--- config.mk ---
export PLATFORM = sky130hd
export DESIGN_NAME = key_click_decoder
export DESIGN_NICKNAME = d
export VERILOG_FILES = /design/src/rtl/key_pkg.sv /design/src/rtl/key_timer.sv /design/src/rtl/key_click_decoder.sv
export SDC_FILE = /design/constraint.sdc
export NUM_CORES = 1
export LEC_CHECK = 0
export ABC_AREA = 1
export CAP_MARGIN = 0
export CORE_ASPECT_RATIO = 0.9
export CORE_MARGIN = 2
export CORE_UTILIZATION = 40
export DETAILED_ROUTE_END_ITERATION = 12
export GPL_TIMING_DRIVEN = 1
export PLACE_DENSITY = 0.58
export SLEW_MARGIN = 20
export SYNTH_ARGS = -nofsm -noshare
export SYNTH_HDL_FRONTEND = slang
export SYNTH_HIERARCHICAL = 1
export SYNTH_SLANG_ARGS = --single-unit
--- constraint.sdc ---
create_clock -name clk -period 3.4 [get_ports clk]
set_input_delay 0.51 -clock clk [delete_from_list [all_inputs] [get_ports clk]]
set_output_delay 0.51 -clock clk [all_outputs]
set_load 0.02 [all_outputs]
--- src/rtl/key_pkg.sv ---
// Shared types and default timing for the key click decoder.
// Timing constants assume a 50 MHz system clock.
package key_pkg;

  typedef enum logic [2:0] {
    IDLE,
    HELD,
    LONG,
    WAIT2,
    HELD2
  } key_state_e;

  localparam int CLK_HZ  = 50_000_000;
  localparam int LONG_MS = 1000;
  localparam int GAP_MS  = 300;

  localparam int LONG_CYC_DEF = (CLK_HZ / 1000) * LONG_MS;
  localparam int GAP_CYC_DEF  = (CLK_HZ / 1000) * GAP_MS;

endpackage

--- src/rtl/key_timer.sv ---
// Saturating gesture timer: clear to zero, count while enabled, stop at the terminal value.
// Terminal flag is combinational from the count, so the owner decides on the same cycle.
module key_timer #(
  parameter int CNT_W = 26
) (
  input  logic             clk,
  input  logic             rst,
  input  logic             clr_i,
  input  logic             en_i,
  input  logic [CNT_W-1:0] term_i,
  output logic             term_o
);

  logic [CNT_W-1:0] cnt_q;
  logic [CNT_W-1:0] cnt_d;

  assign term_o = (cnt_q == term_i);

  always_comb begin
    cnt_d = cnt_q;
    if (clr_i) begin
      cnt_d = '0;
    end else if (en_i && !term_o) begin
      cnt_d = cnt_q + 1'b1;
    end
  end

  always_ff @(posedge clk) begin
    if (rst) begin
      cnt_q <= '0;
    end else begin
      cnt_q <= cnt_d;
    end
  end

endmodule

--- src/rtl/key_click_decoder.sv ---
// Classifies debounced press pulses and key level into single, double and long events.
// All outputs registered; each event is a one-cycle pulse the cycle after the deciding edge.
module key_click_decoder
  import key_pkg::*;
#(
  parameter int LONG_CYC = LONG_CYC_DEF,
  parameter int GAP_CYC  = GAP_CYC_DEF,
  parameter int CNT_W    = 26
) (
  input  logic clk,
  input  logic rst,
  input  logic key_press,
  input  logic key_n,
  output logic single_click,
  output logic double_click,
  output logic long_press,
  output logic busy
);

  // LONG_CYC and GAP_CYC must both be >= 2 and fit in CNT_W bits.
  localparam logic [CNT_W-1:0] LONG_TERM = CNT_W'(LONG_CYC - 1);
  localparam logic [CNT_W-1:0] GAP_TERM  = CNT_W'(GAP_CYC - 1);

  key_state_e state_q, state_d;
  logic       sc_q, sc_d;
  logic       dc_q, dc_d;
  logic       lp_q, lp_d;
  logic       busy_q;

  logic             tmr_clr;
  logic             tmr_en;
  logic             tmr_term;
  logic [CNT_W-1:0] tmr_term_val;

  assign tmr_term_val = (state_q == HELD) ? LONG_TERM : GAP_TERM;

  key_timer #(
    .CNT_W (CNT_W)
  ) u_timer (
    .clk    (clk),
    .rst    (rst),
    .clr_i  (tmr_clr),
    .en_i   (tmr_en),
    .term_i (tmr_term_val),
    .term_o (tmr_term)
  );

  always_comb begin
    state_d = state_q;
    tmr_clr = 1'b0;
    tmr_en  = 1'b0;
    sc_d    = 1'b0;
    dc_d    = 1'b0;
    lp_d    = 1'b0;
    unique case (state_q)
      IDLE: begin
        if (key_press) begin
          state_d = HELD;
          tmr_clr = 1'b1;
        end
      end
      HELD: begin
        // Release takes priority over the long-press terminal.
        if (key_n) begin
          state_d = WAIT2;
          tmr_clr = 1'b1;
        end else if (tmr_term) begin
          lp_d    = 1'b1;
          state_d = LONG;
        end else begin
          tmr_en = 1'b1;
        end
      end
      LONG: begin
        if (key_n) state_d = IDLE;
      end
      WAIT2: begin
        // A second press beats the gap terminal.
        if (key_press) begin
          dc_d    = 1'b1;
          state_d = HELD2;
        end else if (tmr_term) begin
          sc_d    = 1'b1;
          state_d = IDLE;
        end else begin
          tmr_en = 1'b1;
        end
      end
      HELD2: begin
        if (key_n) state_d = IDLE;
      end
      default: state_d = IDLE;
    endcase
  end

  always_ff @(posedge clk) begin
    if (rst) begin
      state_q <= IDLE;
      sc_q    <= 1'b0;
      dc_q    <= 1'b0;
      lp_q    <= 1'b0;
      busy_q  <= 1'b0;
    end else begin
      state_q <= state_d;
      sc_q    <= sc_d;
      dc_q    <= dc_d;
      lp_q    <= lp_d;
      busy_q  <= (state_d != IDLE);
    end
  end

  assign single_click = sc_q;
  assign double_click = dc_q;
  assign long_press   = lp_q;
  assign busy         = busy_q;

endmodule

==> results.md, run 1 <==
- Status: complete, no violations
- GP Congestion: 0.887
- CP endpoint kind: flop
- Vias per inst: 4.48
- Stages on the worst setup path: 20
- DRC Markers: 0
- Synth Cell Area: 2300 um^2
- Filler cells: 614
- DRT Wirelength: 5.06 mm
- Die H: 75.9 um
- Endpoints failing hold: 0
- Die area: 6370 um^2
- Clock skew: 6.78 ps
- Final Critical Period: 2960 ps
- Period utilisation layout: 87.0%
- Wire length per cell: 10.3 um
- Post-synth cell types: 22
- Peak VDD IR: 0.165 mV
- CTS Buf Count: 5
- GRT Total Usage: 17.0%
- Worst path top cell family by delay: simple AND/OR/NAND/NOR gates
- # setup viols final: 0
- Seq/Total Area, Yosys: 28.7%
- CP Class: reg2reg
- Cell area after layout: 2590 um^2
- Setup bufs post-CTS: 0
- Clk_lat worst skew: 280 ps
- # port buffers: 7
- Clock sink count: 33
- #FFs+latches synth: 33
- Layout cells sized above 1: 8.27%
- Crit path buf inv count: 4
- LEAKAGE: 0.00116 uW
- Critical path's largest stage delay: 350 ps
- DP HPWL: 3.86 mm
- PD cells: 313 nW/um^2
- Main combinational cell family by area after synthesis: simple AND/OR/NAND/NOR gates
- Max_cap viols: 0
- Pre-antenna DRT Iters: 6
- Io pins: 8
- CTS clock-pin slew for the worst setup and hold paths: 70 ps
- Synth warn: 6
- Area delta synth->final: 12.7%
- CP startpoint kind: flop
- Worst-margin pin slew: 620 ps
- Relative slew slack: 58.6%
- Largest fanout on the critical path: 11
- Fin nets: 428
- Post-route ant nets: 0
- CTS-repair resized insts: 0
- Final core utilization: 46.0%
- Post-CTS Hold Buffers: 0
- Ant diodes: 0
- Placed instance area: 2500 um^2
- Xor/xnor cell area share of the yosys netlist: 3.43%
- CTS tree: yes
- F_max: 338 MHz
- First-pass GRT wire length: 8.78 mm
- Critical path, cell by cell: nor2_1, nand2_1, inv_1, xor2_1, nor2_1, nand2_1, nor2_2, nand3_4, inv_1, inv_1, nand2_1, o21ai_0, buf_4, nand2_1, nor2_1, nand3_1, nor3_1, nand3_1, nand2_1, nor2_1
- Initial Util: 40.9%
- Worst Path Required: 3580 ps
- Post-Synth Simple-Gate Area: 48.2%
- Root Buffer: clkbuf_8
- Crit path arrival time: 3130 ps
- Critical-path top delay cell: dfxtp_1
- Number of global-route vias before repair: 1888
- Pin count of the biggest net entering global routing: 53
- Setup TNS: 0 ps
- # rows: 26
- Syn Inst Count: 388
- Die X: 83.9 um
- Initial antenna violation count: 0
- Post-synthesis mux area share: 0%
- Adder-Cell Fraction of Synth Area: 0.544%
- Area of the core: 5630 um^2
- GRT overflow: 0
- Vias: 2209
- Fin. max-slew vios: 0
- RSZ-0062 raised after global routing: no
- Syn_area_per_cell: 5.93 um^2
- Final setup margin: 442 ps
- Worst reg2reg path depth: 20
- Clock tree buffer depth: 2
- Crit path top cell by count: nand2_1
- Compound-Gate Fraction of Synth Area: 6.31%
- H-tree Lvls: 2
- Pre-CTS setup slack: 469 ps
- DRT iter0 DRCs: 119
- Hold Crit Class: reg2reg
- Cell count of the worst hold path: 2
==> area by class of cell <==
cell class              count  area [um^2]  area share, %
inverters                  57          214           8.26
well taps                  70         87.6           3.38
repair buffers             10         92.6           3.57
multi-input cells         316         1450           56.0
flip-flops and latches     33          661           25.5
clock buffers               7         86.3           3.33
==> through the flow <==
step,instances,hold WS [ps],power [uW]
final,493,556,810
after global routing,493,596,859
after CTS,493,556,820
after detailed placement,486,546,514
after global placement,486,540,514
after floorplan,414,494,490
==> worst register-to-register path, delay by kind of cell, from the launching register on <==
family	cells	cell delay [ps]
simple gates	14	1520
buf+inv	4	650
flops	1	350
xor+xnor	1	180
compound gates	1	160
==> synth_stat cells <==
cell type / count / area, um^2
nand4_1: 2 / 12.5
nand3_4: 1 / 17.5
o21ai_0: 3 / 15.0
clkinv_1: 1 / 3.75
xor2_1: 9 / 78.8
nand3_1: 30 / 150
nand2_1: 110 / 413
nand2_2: 2 / 12.5
ha_1: 1 / 12.5
a21oi_1: 26 / 130
buf_4: 3 / 22.5
nor2_2: 6 / 37.5
nor3_2: 1 / 10.0
dfxtp_1: 33 / 661
nor2_1: 72 / 270
inv_2: 4 / 15.0
buf_6: 4 / 45.0
inv_1: 52 / 195
nand3_2: 12 / 120
conb_1: 2 / 7.51
buf_2: 1 / 5.00
nor3_1: 13 / 65.1
==> state kept, by name (all words and copies together) (netlist names) <==
| register | flops |
|---|---|
| busy | 1 |
| double_click | 1 |
| long_press | 1 |
| single_click | 1 |
| state_q | 3 |
| u_timer/cnt_q | 26 |
==> power breakdown <==
group          internal (uW)  switching (uW)
clock                    161             144
combinational           40.3            68.2
sequential               392            5.31
total                    593             217
==> path summary, 6_finish.rpt <==
kind                startpoint                 to  slack [ps]
max                 state_q[1]  u_timer/cnt_q[25]         440
min reg2reg  u_timer/cnt_q[16]  u_timer/cnt_q[16]         560
min          u_timer/cnt_q[16]  u_timer/cnt_q[16]         560
max reg2reg         state_q[1]  u_timer/cnt_q[25]         440
==> layout by cell type, fill, tap and decap left out, drive strengths merged <==
| cell | n |
|---|---|
| nand2 | 112 |
| nor2 | 78 |
| inv | 56 |
| nand3 | 43 |
| dfxtp | 33 |
| conb | 28 |
| a21oi | 26 |
| nor3 | 14 |
| xor2 | 9 |
| clkdlybuf4s50 | 7 |
| clkbuf | 7 |
| o21ai | 3 |
| buf | 3 |
| nand4 | 2 |
| clkinv | 1 |
| ha | 1 |
==> logic make-up (layout without fill, tap and decap cells) <==
| group | count (synthesis) | after routing |
|---|---|---|
| buffers and inverters | 65 | 74 |
| xor gates and xnor gates | 9 | 9 |
| DFF | 33 | 33 |
| other | 2 | 28 |
| AOI/OAI and AO/OA | 29 | 29 |
| adders and majority gates | 1 | 1 |
| and+or+nand+nor | 249 | 249 |
==> metal layers <==
metal  wire (um)  share of wire, %  GRT usage (%)  vias to the layer above
met5           0                 0              0                        -
met4          63               1.2           5.00                        0
met3         198               3.9           3.59                        7
met2        2180                43           26.4                       29
met1        2620                52           23.6                      938
li1            -                 -              -                     1235
No activity file was read; power rests on OpenSTA's default activity.
==> run 2, diff against run 1 <==
--- a/config.mk
+++ b/config.mk
@@ -6,7 +6,7 @@
 export NUM_CORES = 1
 export LEC_CHECK = 0
 export ABC_AREA = 1
-export CAP_MARGIN = 0
+export CAP_MARGIN = 40
 export CORE_ASPECT_RATIO = 0.9
 export CORE_MARGIN = 2
 export CORE_UTILIZATION = 40
==> results of run 2 <==
No change in the layout: final DEF, timing and power equal those of run 1.
==> run 3, diff against run 2 <==
--- a/config.mk
+++ b/config.mk
@@ -10,10 +10,10 @@
 export CORE_ASPECT_RATIO = 0.9
 export CORE_MARGIN = 2
 export CORE_UTILIZATION = 40
+export CTS_CLUSTER_SIZE = 24
 export DETAILED_ROUTE_END_ITERATION = 12
 export GPL_TIMING_DRIVEN = 1
 export PLACE_DENSITY = 0.58
-export SLEW_MARGIN = 20
 export SYNTH_ARGS = -nofsm -noshare
 export SYNTH_HDL_FRONTEND = slang
 export SYNTH_HIERARCHICAL = 1
==> results of run 3 <==
No change in the layout: final DEF, timing and power equal those of run 1.
